File: src/rtl/deser_frame_controller.sv
// deser_frame_controller
// Sequences an ss-framed serial deserializer. It counts the shifted bits of each frame and
// waits for the deserializer's ready. When the frame has the right length it captures the
// word. It then returns a one-cycle Ack.
// Accepted words go into a 2-entry output queue with a valid/ready handshake.
// Ports:
//   clock, resetn      system clock, asynchronous active-low reset
//   ss_i               serial select (same synchronous signal seen by the deserializer)
//   des_ready_i        deserializer in DONE
//   des_data_i         deserializer parallel word
//   des_ack_o          registered Ack back to the deserializer (one cycle)
//   out_data_o         head word of the queue
//   out_valid_o        queue non-empty
//   out_ready_i        downstream accept
//   len_err_o          sticky: frame bit count differed from FRAME_BITS
//   ovf_err_o          sticky: good frame dropped on a full queue
//   sync_err_o         sticky: deserializer ready never arrived
//   clr_err_i          synchronous clear of the sticky flags (a same-edge set wins)
//   frame_cnt_o        good frames enqueued, wraps at 255
module deser_frame_controller #(
    parameter int unsigned FRAME_BITS = 14,
    parameter int unsigned WIDTH      = 14,
    parameter int unsigned TIMEOUT    = 4
) (
    input  logic             clock,
    input  logic             resetn,
    input  logic             ss_i,
    input  logic             des_ready_i,
    input  logic [WIDTH-1:0] des_data_i,
    output logic             des_ack_o,
    output logic [WIDTH-1:0] out_data_o,
    output logic             out_valid_o,
    input  logic             out_ready_i,
    output logic             len_err_o,
    output logic             ovf_err_o,
    output logic             sync_err_o,
    input  logic             clr_err_i,
    output logic [7:0]       frame_cnt_o
);

    localparam int unsigned TmoW = (TIMEOUT > 1) ? $clog2(TIMEOUT) : 1;

    typedef enum logic [1:0] {StIdle, StRecv, StWaitRdy, StAck} state_e;

    state_e            state_q, state_d;
    logic [4:0]        bit_cnt_q, bit_cnt_d;
    logic [TmoW-1:0]   tmo_cnt_q, tmo_cnt_d;
    logic              des_ack_q, des_ack_d;
    logic [WIDTH-1:0]  mem_q [2];
    logic              head_q, head_d;
    logic [1:0]        count_q, count_d;
    logic [7:0]        frame_cnt_q, frame_cnt_d;
    logic              len_q, len_d, ovf_q, ovf_d, sync_q, sync_d;

    logic push_req, set_len, set_sync, set_ovf, pop, push_ok, wr_idx;

    // Frame sequencing
    always_comb begin
        state_d   = state_q;
        bit_cnt_d = bit_cnt_q;
        tmo_cnt_d = tmo_cnt_q;
        push_req  = 1'b0;
        set_len   = 1'b0;
        set_sync  = 1'b0;
        unique case (state_q)
            StIdle: begin
                if (!ss_i) begin
                    state_d   = StRecv;
                    bit_cnt_d = 5'd1;
                end
            end
            StRecv: begin
                if (!ss_i) begin
                    // Saturate so overlong frames can never wrap back to a legal count
                    if (bit_cnt_q != 5'd31) bit_cnt_d = bit_cnt_q + 5'd1;
                end else begin
                    state_d   = StWaitRdy;
                    tmo_cnt_d = '0;
                end
            end
            StWaitRdy: begin
                if (des_ready_i) begin
                    state_d = StAck;
                    if (bit_cnt_q == 5'(FRAME_BITS)) push_req = 1'b1;
                    else                             set_len  = 1'b1;
                end else if (tmo_cnt_q == TmoW'(TIMEOUT - 1)) begin
                    state_d  = StAck;
                    set_sync = 1'b1;
                end else begin
                    tmo_cnt_d = tmo_cnt_q + 1'b1;
                end
            end
            StAck: begin
                // ss ignored here, just as the deserializer ignores it in DONE
                state_d   = StIdle;
                bit_cnt_d = '0;
            end
            default: state_d = StIdle;
        endcase
        // StAck lasts exactly one cycle, so the Ack is a single-cycle pulse
        des_ack_d = (state_d == StAck);
    end

    // Output queue; a pop on the same edge frees room for a push into a full queue
    always_comb begin
        pop         = (count_q != 2'd0) && out_ready_i;
        push_ok     = push_req && ((count_q != 2'd2) || pop);
        set_ovf     = push_req && !push_ok;
        wr_idx      = head_q ^ count_q[0];
        count_d     = count_q + {1'b0, push_ok} - {1'b0, pop};
        head_d      = head_q ^ pop;
        frame_cnt_d = frame_cnt_q + {7'd0, push_ok};
        len_d       = (len_q  && !clr_err_i) || set_len;
        ovf_d       = (ovf_q  && !clr_err_i) || set_ovf;
        sync_d      = (sync_q && !clr_err_i) || set_sync;
    end

    always_ff @(posedge clock or negedge resetn) begin
        if (!resetn) begin
            state_q     <= StIdle;
            bit_cnt_q   <= '0;
            tmo_cnt_q   <= '0;
            des_ack_q   <= 1'b0;
            mem_q[0]    <= '0;
            mem_q[1]    <= '0;
            head_q      <= 1'b0;
            count_q     <= '0;
            frame_cnt_q <= '0;
            len_q       <= 1'b0;
            ovf_q       <= 1'b0;
            sync_q      <= 1'b0;
        end else begin
            state_q     <= state_d;
            bit_cnt_q   <= bit_cnt_d;
            tmo_cnt_q   <= tmo_cnt_d;
            des_ack_q   <= des_ack_d;
            if (push_ok) mem_q[wr_idx] <= des_data_i;
            head_q      <= head_d;
            count_q     <= count_d;
            frame_cnt_q <= frame_cnt_d;
            len_q       <= len_d;
            ovf_q       <= ovf_d;
            sync_q      <= sync_d;
        end
    end

    assign des_ack_o   = des_ack_q;
    assign out_data_o  = mem_q[head_q];
    assign out_valid_o = (count_q != 2'd0);
    assign len_err_o   = len_q;
    assign ovf_err_o   = ovf_q;
    assign sync_err_o  = sync_q;
    assign frame_cnt_o = frame_cnt_q;

endmodule

File: config.mk
export PLATFORM = sky130hd
export DESIGN_NAME = deser_frame_controller
export DESIGN_NICKNAME = d
export VERILOG_FILES = /design/src/rtl/deser_frame_controller.sv
export SDC_FILE = /design/constraint.sdc
export NUM_CORES = 1
export LEC_CHECK = 0
export ABC_AREA = 1
export BUFFER_PORTS_ARGS = -buffer_cell sky130_fd_sc_hd__buf_4
export CORE_MARGIN = 1
export CORE_UTILIZATION = 47
export CTS_CLUSTER_DIAMETER = 80
export DETAILED_ROUTE_END_ITERATION = 8
export PLACE_DENSITY = 0.69
export SYNTH_ARGS = -nofsm -noshare
export SYNTH_HDL_FRONTEND = slang
export SYNTH_SLANG_ARGS = --single-unit
File: constraint.sdc
create_clock -name clock -period 4.2 [get_ports clock]
set_input_delay 0.21 -clock clock [delete_from_list [all_inputs] [get_ports clock]]
set_output_delay 0.21 -clock clock [all_outputs]
set_load 0.005 [all_outputs]
== After elaboration in Yosys (flattened, before gate mapping) ==
Index checks and enable logic that the tools add are counted.

* Add/subtract/negate cells: 5
* $lt $le $gt $ge: 3
* Eq/ne operators: 14
* Multiplexer cells: 28
* Bitwise gates (word level): 4
* Reductions and logical operators: 19

{| class="wikitable"
|+ Operator list
! cell !! count
|-
| $mux W14 || 4
|-
| $bwmux W28 || 1
|-
| $mux W5 || 3
|-
| $pmux W5 S3 || 1
|-
| $demux W14 S1 || 1
|-
| $mux W2 || 7
|-
| $ne A2 B2 Y1 const B || 7
|-
| $mux W1 || 9
|-
| $add A8 B1 Y8 || 1
|-
| $eq A2 B2 Y1 const B || 4
|-
| $pmux W2 S4 || 1
|-
| $reduce_and A4 Y1 || 2
|-
| $logic_and A1 B1 Y1 || 7
|-
| $add A5 B1 Y5 const B || 1
|-
| $eq A5 B4 Y1 const B || 1
|-
| $ne A5 B5 Y1 const B || 1
|-
| $ge A2 B2 Y1 const B || 2
|-
| $logic_or A1 B1 Y1 || 4
|-
| $not A1 Y2 || 2
|-
| $pmux W2 S2 || 1
|-
| $reduce_bool A2 Y1 || 2
|-
| $reduce_bool A3 Y1 || 1
|-
| $add A2 B1 Y2 || 1
|-
| $add A2 B1 Y2 const B || 1
|-
| other kinds (6) || 8
|}

* Register bits after elaboration: 52
* Logic and storage cells: 85

== Logic depth before layout (Yosys ltp) ==
Gate-level depths: netlist of the first run.

* Depth in word-level cells: 8
* Mapped depth: 15
* Depth with buffers taken out: 14

== Least setup slack after synthesis of the first run ==
OpenSTA, ideal clock, no wires.

* Kind: flip-flop to flip-flop
* Start: register state_q[0]
* End: register frame_cnt_q[6] (netlist: frame_cnt_o[6])
* Arrival time: 1.899 ns
* Slack: 2.178 ns
* Stages on the path, launching flop included: 14
* Path through: dfrtp_1 -> inv_1 -> ha_1 -> nand2_2 -> nor2_4 -> buf_6 -> nand2_1 -> inv_1 -> ha_1 -> ha_1 -> nand3_1 -> nor2_1 -> nand2_1 -> xnor2_1

* Longest elaborated chain between the ends: 4

{| class="wikitable"
|+ Ends and longest elaborated chain
! what !! line !! RTL
|-
| from (decl) || 45 || <nowiki>state_e state_q, state_d;</nowiki>
|-
| from (signal assigned) || 120 || <nowiki>state_q <= StIdle;</nowiki>
|-
| from (signal assigned) || 133 || <nowiki>state_q <= state_d;</nowiki>
|-
| $eq A2 B2 Y1 || 65 || <nowiki>unique case (state_q)</nowiki>
|-
| $mux W1 || 65 ||
|-
| $logic_and A1 B1 Y1 || 107 || <nowiki>push_ok = push_req && ((count_q != 2'd2) || pop);</nowiki>
|-
| $add A8 B1 Y8 || 112 || <nowiki>frame_cnt_d = frame_cnt_q + {7'd0, push_ok};</nowiki>
|-
| named net frame_cnt_d[6] || 52 || <nowiki>logic [7:0] frame_cnt_q, frame_cnt_d;</nowiki>
|-
| to (signal assigned) || 140 || <nowiki>frame_cnt_q <= frame_cnt_d;</nowiki>
|-
| to (decl) || 52 ||
|}

The timed path passes the listed nets, and every way through them passes these cells.
A chain may end at the register's enable or synchronous reset.

== Worst setup path in the final report of the first run ==
* Start: register state_q[0]
* End: register frame_cnt_q[7] (netlist: frame_cnt_o[7])

The elaborated chain is that of the path after synthesis.

==> results of run 1 <==
==> synthesized netlist by cell type, types with 2 or more instances <==
master and instances:
nand2_1 136, dfrtp_1 52, nand4_1 29, inv_1 26
ha_1 13, o21ai_0 11, nor2_1 6, xor2_1 6
buf_6 5, nand2_2 5, nand3_1 5, buf_4 3
clkbuf_4 3, or2_2 3, xnor2_1 3, clkbuf_1 2
nand4_4 2, o22ai_1 2
==> critical path: stages, from the launching register on <==
cell and delay [ps]:
dfrtp_1 430, inv_1 130, ha_1 250, nand2_2 120, nor2_4 520, nand2_1 150, inv_1 90, ha_1 170
nand3_1 110, nor3_1 320, nand2_1 80, nand2_1 70, nand2_1 50
==> kinds of logic (layout without fill, tap and decap cells) <==
logic type               count (synthesis)  count (layout)  synth area share (%)
AND/OR/NAND/NOR                        193             193                 32.82
flip-flops                              52              52                 47.27
buffers and inverters                   42              82                 8.045
adder cells (fa/ha/maj)                 13              13                 5.909
AO/OA/AOI/OAI                           15              15                 3.090
XOR/XNOR                                 9               9                 2.864
==> metrics by stage <==
| stage | std cells | setup WS (ps) |
|---|---|---|
| final | 436 | 1607 |
| after global routing | 436 | 1303 |
| after CTS | 436 | 1601 |
| after detailed placement | 428 | 1596 |
| after global placement | 428 | 1719 |
| after floorplan | 324 | 2178 |
==> final cells by class <==
type	instances	area, µm²
clock buffer	6	72.57
clock inverter	1	5.005
fill	530	2412
inverter	28	107.6
multi-input combinational	230	1230
sequential	52	1301
tap	72	90.09
timing repair buffer	47	355.3
==> power by group <==
| group | switching (mW) | internal (mW) | leakage [nW] | total (mW) |
|---|---|---|---|---|
| registers | 0.0796 | 0.551 | 0.702 | 0.630 |
| logic | 0.327 | 0.145 | 1.08 | 0.472 |
| clock network | 0.154 | 0.114 | 0.0410 | 0.267 |
==> worst max path at each step <==
stage,from,slack (ps),depth (start not counted),to
after detailed placement,state_q[0],1600,12,frame_cnt_o[7]
final,state_q[0],1610,12,frame_cnt_o[7]
after CTS,state_q[0],1600,12,frame_cnt_o[7]
after floorplan,state_q[0],2180,13,frame_cnt_o[6]
after global placement,state_q[0],1720,12,frame_cnt_o[7]
after global routing,bit_cnt_q[0],1300,14,frame_cnt_o[7]
==> metal layers <==
metal / part of all wire [%] / global-route usage (%) / wire length [µm]
met1: 47 / 26.09 / 2564
met2: 48 / 33.22 / 2610
met3: 4.6 / 3.837 / 255
met4: 1.0 / 5.000 / 57
met5: 0 / 0 / 0
==> flip-flops by register name, summed over array words and instances (netlist names) <==
| name | cells |
|---|---|
| state_q | 2 |
| bit_cnt_q | 5 |
| des_ack_o | 1 |
| ovf_err_o | 1 |
| tmo_cnt_q | 2 |
| sync_err_o | 1 |
| mem_q | 28 |
| head_q | 1 |
| len_err_o | 1 |
| frame_cnt_o | 8 |
| count_q | 2 |
==> results.json, run 1 <==
{
  "outcome": "completed",
  "synth.avg_cell_area_um2": 8.496,
  "drt_wl_total_um": 5488,
  "max-vdd-ir-drop_mv": 0.2693,
  "period_share_pct": 61.74,
  "grt_start_max_net_pins": 53,
  "r2r_start": "state_q[0]",
  "n_antenna_cell": 0,
  "design_area_mm2": 0.003162,
  "hold_depth": 2,
  "cts_tree": "yes",
  "cts_htree_levels": 2,
  "cts_setup_buffers": 0,
  "clk_latency_ps": 300,
  "max_freq_mhz": 385.6,
  "start_util_pct": 49.38,
  "synth.largest_area_cell": "dfrtp_1",
  "die_x_um": 78.53,
  "die_y_um": 78.53,
  "maxSlewHeadroom_pct": 51.42,
  "grt_first_pass_wirelength_um": 9453,
  "post-route-util_pct": 56.72,
  "critPathMaxFanout": 30,
  "ys_ff_latch": 52,
  "holdBufCountCts": 1,
  "fp.coreArea_mm2": 0.005574,
  "crit_path_end_kind": "register",
  "ys_warn_count": 0,
  "synthFlopType": "dfrtp_1",
  "seq_area_frac_synth_pct": 47.27,
  "setup_viol": 0,
  "cap_violations": 0,
  "start_kind": "register",
  "syn_area_mm2": 0.002753,
  "dr.first_iter.drc_count": 192,
  "grt_pass1_vias": 2102,
  "grt_setup_unrepaired": "false",
  "synth_top_area_share_pct": 47.27,
  "antenna_found_initial": 0,
  "clock-skew-final_ps": 6.966,
  "dr.pass1.iters": 4,
  "final_common_cell": "nand2_1",
  "wl_per_cell_um": 12.59,
  "vias": 2178,
  "synthCells": 324,
  "power_density_mw_per_mm2": 433.1,
  "netlist_top_cells_area": "dfrtp_1 (47%), nand2_1 (19%), nand4_1 (6.6%)",
  "hold_class": "primary input to register",
  "holdPathEnd": "sync_err_o",
  "synth_edf_count": 0,
  "dpl-instance-area_mm2": 0.003074,
  "areaGrowthSynthToFinish_pct": 14.86,
  "cts.sinks": 52,
  "slew_violations": 0,
  "min_from": "des_ready_i",
  "die-area_mm2": 0.006167,
  "power_mw": 1.369,
  "fin_crit_ps": 2593,
  "grt_overflow_total": 0,
  "clockRootBuffer": "clkbuf_8",
  "crit-reg2reg-capture": "frame_cnt_o[7]",
  "p_leak_nw": 1.818,
  "rows": 27,
  "rr_worst_depth": 12,
  "async_reset_ff_share_pct": 100.0,
  "syn-num-nets": 357,
  "vias_per_cell": 4.995,
  "ios": 47,
  "drive_gt1_share_pct": 18.96,
  "gp_congestion": 0.7899,
  "required_ps": 4390,
  "finalHoldViolCount": 0,
  "tightest_slew_ps": 728.7,
  "ff2ff_setup_slack_ps": 1610,
  "postRouteAntennaNets": 0,
  "cts_made_buffers": 5,
  "arrival_ps": 2780,
  "grt_use_total_pct": 19.78,
  "final_nets": 397,
  "portBuffers": 46,
  "ys_types": 30,
  "setup_tns_ps": 0,
  "cts_buffer_depth": 2,
  "layout_common_cells": "nand2_1 (136), dfrtp_1 (52), buf_4 (46)",
  "drc": 0,
  "crit_type": "register to register",
  "cts.repair.resized": 0,
  "clk_pin_slew_ps": 80,
  "hpwl_um": 3671,
  "worst_hold_slack_ps": 117.2
}
Note: power is estimated with default switching activity, not from simulation.
==> inputs of run 2 (changes only) <==
- PLACE_DENSITY: 0.69 -> 0.71
- clock period: 4.2 -> 2.3 ns (I/O delays scaled with it)
==> run 2 against run 1 <==
Compared with the run above:
- power up 90%
- final area up 1.5%
- utilization up 0.83 points
- clock power up 110%
- highest routed layer unchanged
- die area unchanged
- sequential share of layout area down 0.59 points
- clock-buffer cell count up 1
- register-to-register slack worse by 1300 ps
- routed wire length up 2.3%
- combinational power up 99%
- worst setup slack worse by 1300 ps
- clock skew about the same
==> results.json, run 2 (synthesized netlist as in run 1, its figures left out) <==
{
  "vias": 2196,
  "cap_violations": 0,
  "die-area_mm2": 0.006167,
  "cts_tree": "yes",
  "p_leak_nw": 1.841,
  "gp_congestion": 0.7658,
  "start_util_pct": 49.38,
  "power_density_mw_per_mm2": 809.9,
  "max_freq_mhz": 490.6,
  "ff2ff_setup_slack_ps": 260,
  "clk_pin_slew_ps": 90,
  "busiest_layer": "met2",
  "portBuffers": 46,
  "hold_depth": 2,
  "clockRootBuffer": "clkbuf_8",
  "regMostFlops": "mem_q",
  "cts_buffer_depth": 2,
  "grt_use_met1_pct": 22.90,
  "setup_viol": 0,
  "grt_start_max_net_pins": 53,
  "cts_made_buffers": 5,
  "grt_overflow_total": 0,
  "antenna_found_initial": 0,
  "postRouteAntennaNets": 0,
  "grt_use_total_pct": 19.24,
  "maxSlewHeadroom_pct": 55.51,
  "grt_first_pass_wirelength_um": 9280,
  "ios": 47,
  "r2r_start": "state_q[0]",
  "cts.sinks": 52,
  "fp.coreArea_mm2": 0.005574,
  "layout_common_cells": "nand2_1 (136), dfrtp_1 (52), buf_4 (50)",
  "largest_reg_flops": 28,
  "final_nets": 401,
  "n_antenna_cell": 0,
  "post-route-util_pct": 57.55,
  "critPathMaxFanout": 5,
  "met2_usage_pct": 34.70,
  "grt_pass1_vias": 2082,
  "final_common_cell": "nand2_1",
  "min_from": "des_ready_i",
  "crit_path_end_kind": "register",
  "dr.pass1.iters": 4,
  "period_share_pct": 88.62,
  "clk_latency_ps": 310,
  "wl_per_cell_um": 12.73,
  "tightest_slew_ps": 667.3,
  "vias_per_cell": 4.980,
  "die_x_um": 78.53,
  "rows": 27,
  "arrival_ps": 2240,
  "rr_worst_depth": 12,
  "die_y_um": 78.53,
  "dr.first_iter.drc_count": 149,
  "hpwl_um": 3732,
  "required_ps": 2510,
  "drc": 0,
  "slew_violations": 0,
  "cts_htree_levels": 2,
  "fill_cells": 514,
  "crit_type": "register to register",
  "finalHoldViolCount": 0,
  "start_kind": "register",
  "fin_crit_ps": 2038,
  "areaGrowthSynthToFinish_pct": 16.55,
  "outcome": "completed",
  "drt_wl_total_um": 5614,
  "grt_setup_unrepaired": "false",
  "max-vdd-ir-drop_mv": 0.4724,
  "met3_usage_pct": 3.605,
  "holdPathEnd": "sync_err_o",
  "clock-skew-final_ps": 6.869,
  "setup_tns_ps": 0,
  "hold_class": "primary input to register",
  "crit-reg2reg-capture": "frame_cnt_o[7]",
  "drive_gt1_share_pct": 20.05
}
run 2: cell types whose count changed in the layout (fill, tap and decap cells not counted), sizes merged:
cell,previous run,this run
clkinvlp,0,1
clkinv,1,0
buf,46,50
clkbuf,6,7
run 2: layout make-up:
class | instances | area (µm²) | area share (%)
timing repair buffer | 51 | 385.4 | 12.01
clock buffer | 7 | 86.33 | 2.691
multi-input combinational | 230 | 1230 | 38.34
inverter | 28 | 107.6 | 3.354
tap | 72 | 90.09 | 2.808
clock inverter | 1 | 7.507 | 0.2340
sequential | 52 | 1301 | 40.56
run 2: repair_timing:
item,in CTS,in global routing
setup buffers,0,0
hold endpoints to repair,52,0
hold buffers,1,0
resized for setup,0,0
run 2: routing by layer:
layer / share of wire (%) / wire, µm
met5: 0 / 0
met2: 51 / 2838
met1: 44 / 2468
met3: 4.0 / 226
met4: 1.4 / 80
run 2: worst max-delay path by stage:
stage | to | startpoint | slack (ps) | depth (start not counted)
after floorplan | frame_cnt_o[6] | state_q[0] | 280 | 13
after global placement | frame_cnt_o[7] | state_q[0] | 340 | 12
after detailed placement | frame_cnt_o[7] | state_q[0] | 270 | 12
after CTS | frame_cnt_o[7] | state_q[0] | 250 | 12
after global routing | frame_cnt_o[7] | state_q[0] | 60 | 12
final | frame_cnt_o[7] | state_q[0] | 260 | 12
run 2: critical path: stages (launching register included):
cell,delay [ps]
dfrtp_1,430
inv_1,120
ha_1,250
nand2_2,120
nor2_4,130
nand2_1,80
inv_1,60
ha_1,150
nand3_1,100
nor3_1,310
nand2_1,80
nand2_1,70
nand2_1,40
run 2: metrics by stage:
stage	hold WS, ps	total power [mW]	setup WS (ps)	cell area (µm²)	std cells
after global routing	11.97	2.786	57.17	3208	441
after floorplan	-180.6	1.807	277.8	2753	324
final	12.80	2.598	261.7	3208	441
after CTS	6.980	2.623	253.1	3208	441
after detailed placement	194.5	2.067	270.0	3104	432
after global placement	189.1	2.047	340.7	3104	432
run 2: power by group:
part	internal, mW	switching (mW)	total, mW
clock network	0.245	0.306	0.551
logic	0.297	0.641	0.938
registers	1.01	0.102	1.11
==> inputs of run 3 (changes only) <==
- CELL_PAD_IN_SITES_DETAIL_PLACEMENT: unset -> 1
- CELL_PAD_IN_SITES_GLOBAL_PLACEMENT: unset -> 1
- CORE_UTILIZATION: 47 -> 38
- PLACE_DENSITY: 0.71 -> unset
- PLACE_DENSITY_LB_ADDON: unset -> 0.1
==> run 3 against run 2 <==
Compared with the run above:
- clock skew rose by 1.2 ps
- clock power fell by 2%
- worst setup slack got worse by 15 ps
- sequential share of layout area fell by 0.65 points
- hold slack improved by 0.84 ps
- final area rose by 1.6%
- combinational power rose by 4.3%
- largest power group unchanged
- highest routed layer unchanged
==> results.json, run 3 (synthesized netlist as in run 1, its figures left out) <==
{
  "largest_reg_flops": 28,
  "vias_per_cell": 4.848,
  "die_x_um": 87.11,
  "max-vdd-ir-drop_mv": 0.3733,
  "arrival_ps": 2250,
  "ff_latch_area_mm2": 0.001301,
  "areaGrowthSynthToFinish_pct": 18.45,
  "crit_path_end_kind": "register",
  "ff2ff_setup_slack_ps": 250,
  "hold_class": "primary input to register",
  "cts_tree": "yes",
  "fill_cells": 853,
  "layout_common_cells": "nand2_1 (136), dfrtp_1 (52), buf_4 (51)",
  "dp.cells": 457,
  "portBuffers": 46,
  "drive_gt1_share_pct": 20.81,
  "p_int_mw": 1.564,
  "n_antenna_cell": 0,
  "cap_violations": 0,
  "die_y_um": 87.11,
  "cts.sinks": 52,
  "postRouteAntennaNets": 0,
  "drt_wl_total_um": 6357,
  "multi_input_area_mm2": 0.001237,
  "outcome": "completed",
  "instances_no_fill": 466,
  "clk_pin_slew_ps": 90,
  "clkPwrFrac_pct": 20.6,
  "gp_congestion": 0.7262,
  "grt_overflow_total": 0,
  "start_util_pct": 39.86,
  "dr.pass1.iters": 4,
  "wl_per_cell_um": 13.64,
  "hpwl_um": 4382,
  "ios": 47,
  "die-area_mm2": 0.007588,
  "grt_use_total_pct": 18.72,
  "grt_first_pass_wirelength_um": 10900,
  "power_switching_mw": 1.065,
  "final_common_cell": "nand2_1",
  "tightest_slew_ps": 683.7,
  "antenna_found_initial": 0,
  "drc": 0,
  "p_leak_nw": 1.856,
  "slew_violations": 0,
  "power_mw": 2.629,
  "period_share_pct": 89.28,
  "max_freq_mhz": 487.0,
  "grt_start_max_net_pins": 53,
  "fp.coreArea_mm2": 0.006907,
  "seqPwrFrac_pct": 42.2,
  "setup_tns_ps": 0,
  "cts_htree_levels": 2,
  "required_ps": 2500,
  "clock-skew-final_ps": 8.058,
  "critPathMaxFanout": 5,
  "maxSlewHeadroom_pct": 54.42,
  "pwr-share-comb_pct": 37.2,
  "finalHoldViolCount": 0,
  "cts_buffer_depth": 2,
  "swShare_pct": 40.50,
  "vias": 2259,
  "grt_setup_unrepaired": "false",
  "crit_type": "register to register",
  "clk_latency_ps": 310,
  "power_density_mw_per_mm2": 806.2,
  "rows": 30,
  "dr.first_iter.drc_count": 102,
  "cts_made_buffers": 5,
  "clockRootBuffer": "clkbuf_8",
  "start_kind": "register",
  "final_nets": 403,
  "setup_viol": 0,
  "cts_setup_buffers": 0,
  "grt_pass1_vias": 2317,
  "fin_crit_ps": 2054,
  "worst_hold_slack_ps": 13.63,
  "regMostFlops": "mem_q"
}
[run 3: through the flow]
step	worst slack [ps]	cell area (µm²)	util [%]
6_report	246.5	3261	47.21
5_1_grt	24.07	3261	47.21
4_1_cts	92.10	3253	47.10
3_5_place_dp	158.7	3142	45.49
3_3_place_gp	270.7	3142	45.49
2_1_floorplan	277.8	2753	-
[run 3: power groups by stage]
stage / combinational, mW / clock, mW / sequential (mW)
after floorplan: 0.712 / 0 / 1.10
after global placement: 0.990 / 0 / 1.12
after detailed placement: 1.00 / 0 / 1.13
after CTS: 1.00 / 0.573 / 1.11
after global routing: 1.12 / 0.598 / 1.12
final: 0.978 / 0.542 / 1.11
[run 3: worst max-delay path: stages, from the launching register on]
cell     delay, ps
dfrtp_1        430
inv_1          120
ha_2           240
nand2_2        110
nor2_4         110
nand2_1         80
inv_1           80
ha_1           170
ha_1           190
nand3_1        120
nor2_1         110
nand2_1         70
xnor2_1        120
[run 3: path summary, 6_finish.rpt]
kind,from,end,depth (start not counted)
worst max-delay path,state_q[0],frame_cnt_o[6],12
worst min-delay path,clr_err_i,len_err_o,2
worst max register to register,state_q[0],frame_cnt_o[6],12
worst min register to register,mem_q[16],mem_q[16],2
max in group asynchronous,resetn,mem_q[8],2
min in group asynchronous,resetn,bit_cnt_q[4],2
[run 3: what timing repair did]
action	4_1_cts	5_1_grt
gates resized for setup	0	2
endpoints found under the hold margin	53	0
hold buffers	2	0
endpoints found under the setup margin	0	3
[run 3: layout make-up]
class	count	area share (%)
flip-flops and latches	52	39.91
multi-input cells	230	37.95
repair buffers	53	12.36
well taps	96	3.684
inverters	28	3.300
clock buffers	6	2.533
clock inverters	1	0.2686
[run 3: routing by layer]
metal | track usage, % | wire length, µm | vias to the layer above
met4 | 6.110 | 89 | 0
met1 | 22.86 | 2782 | 1086
li1 | - | - | 1126
met3 | 3.223 | 249 | 7
met2 | 33.50 | 3235 | 40
met5 | 0 | 0 | -
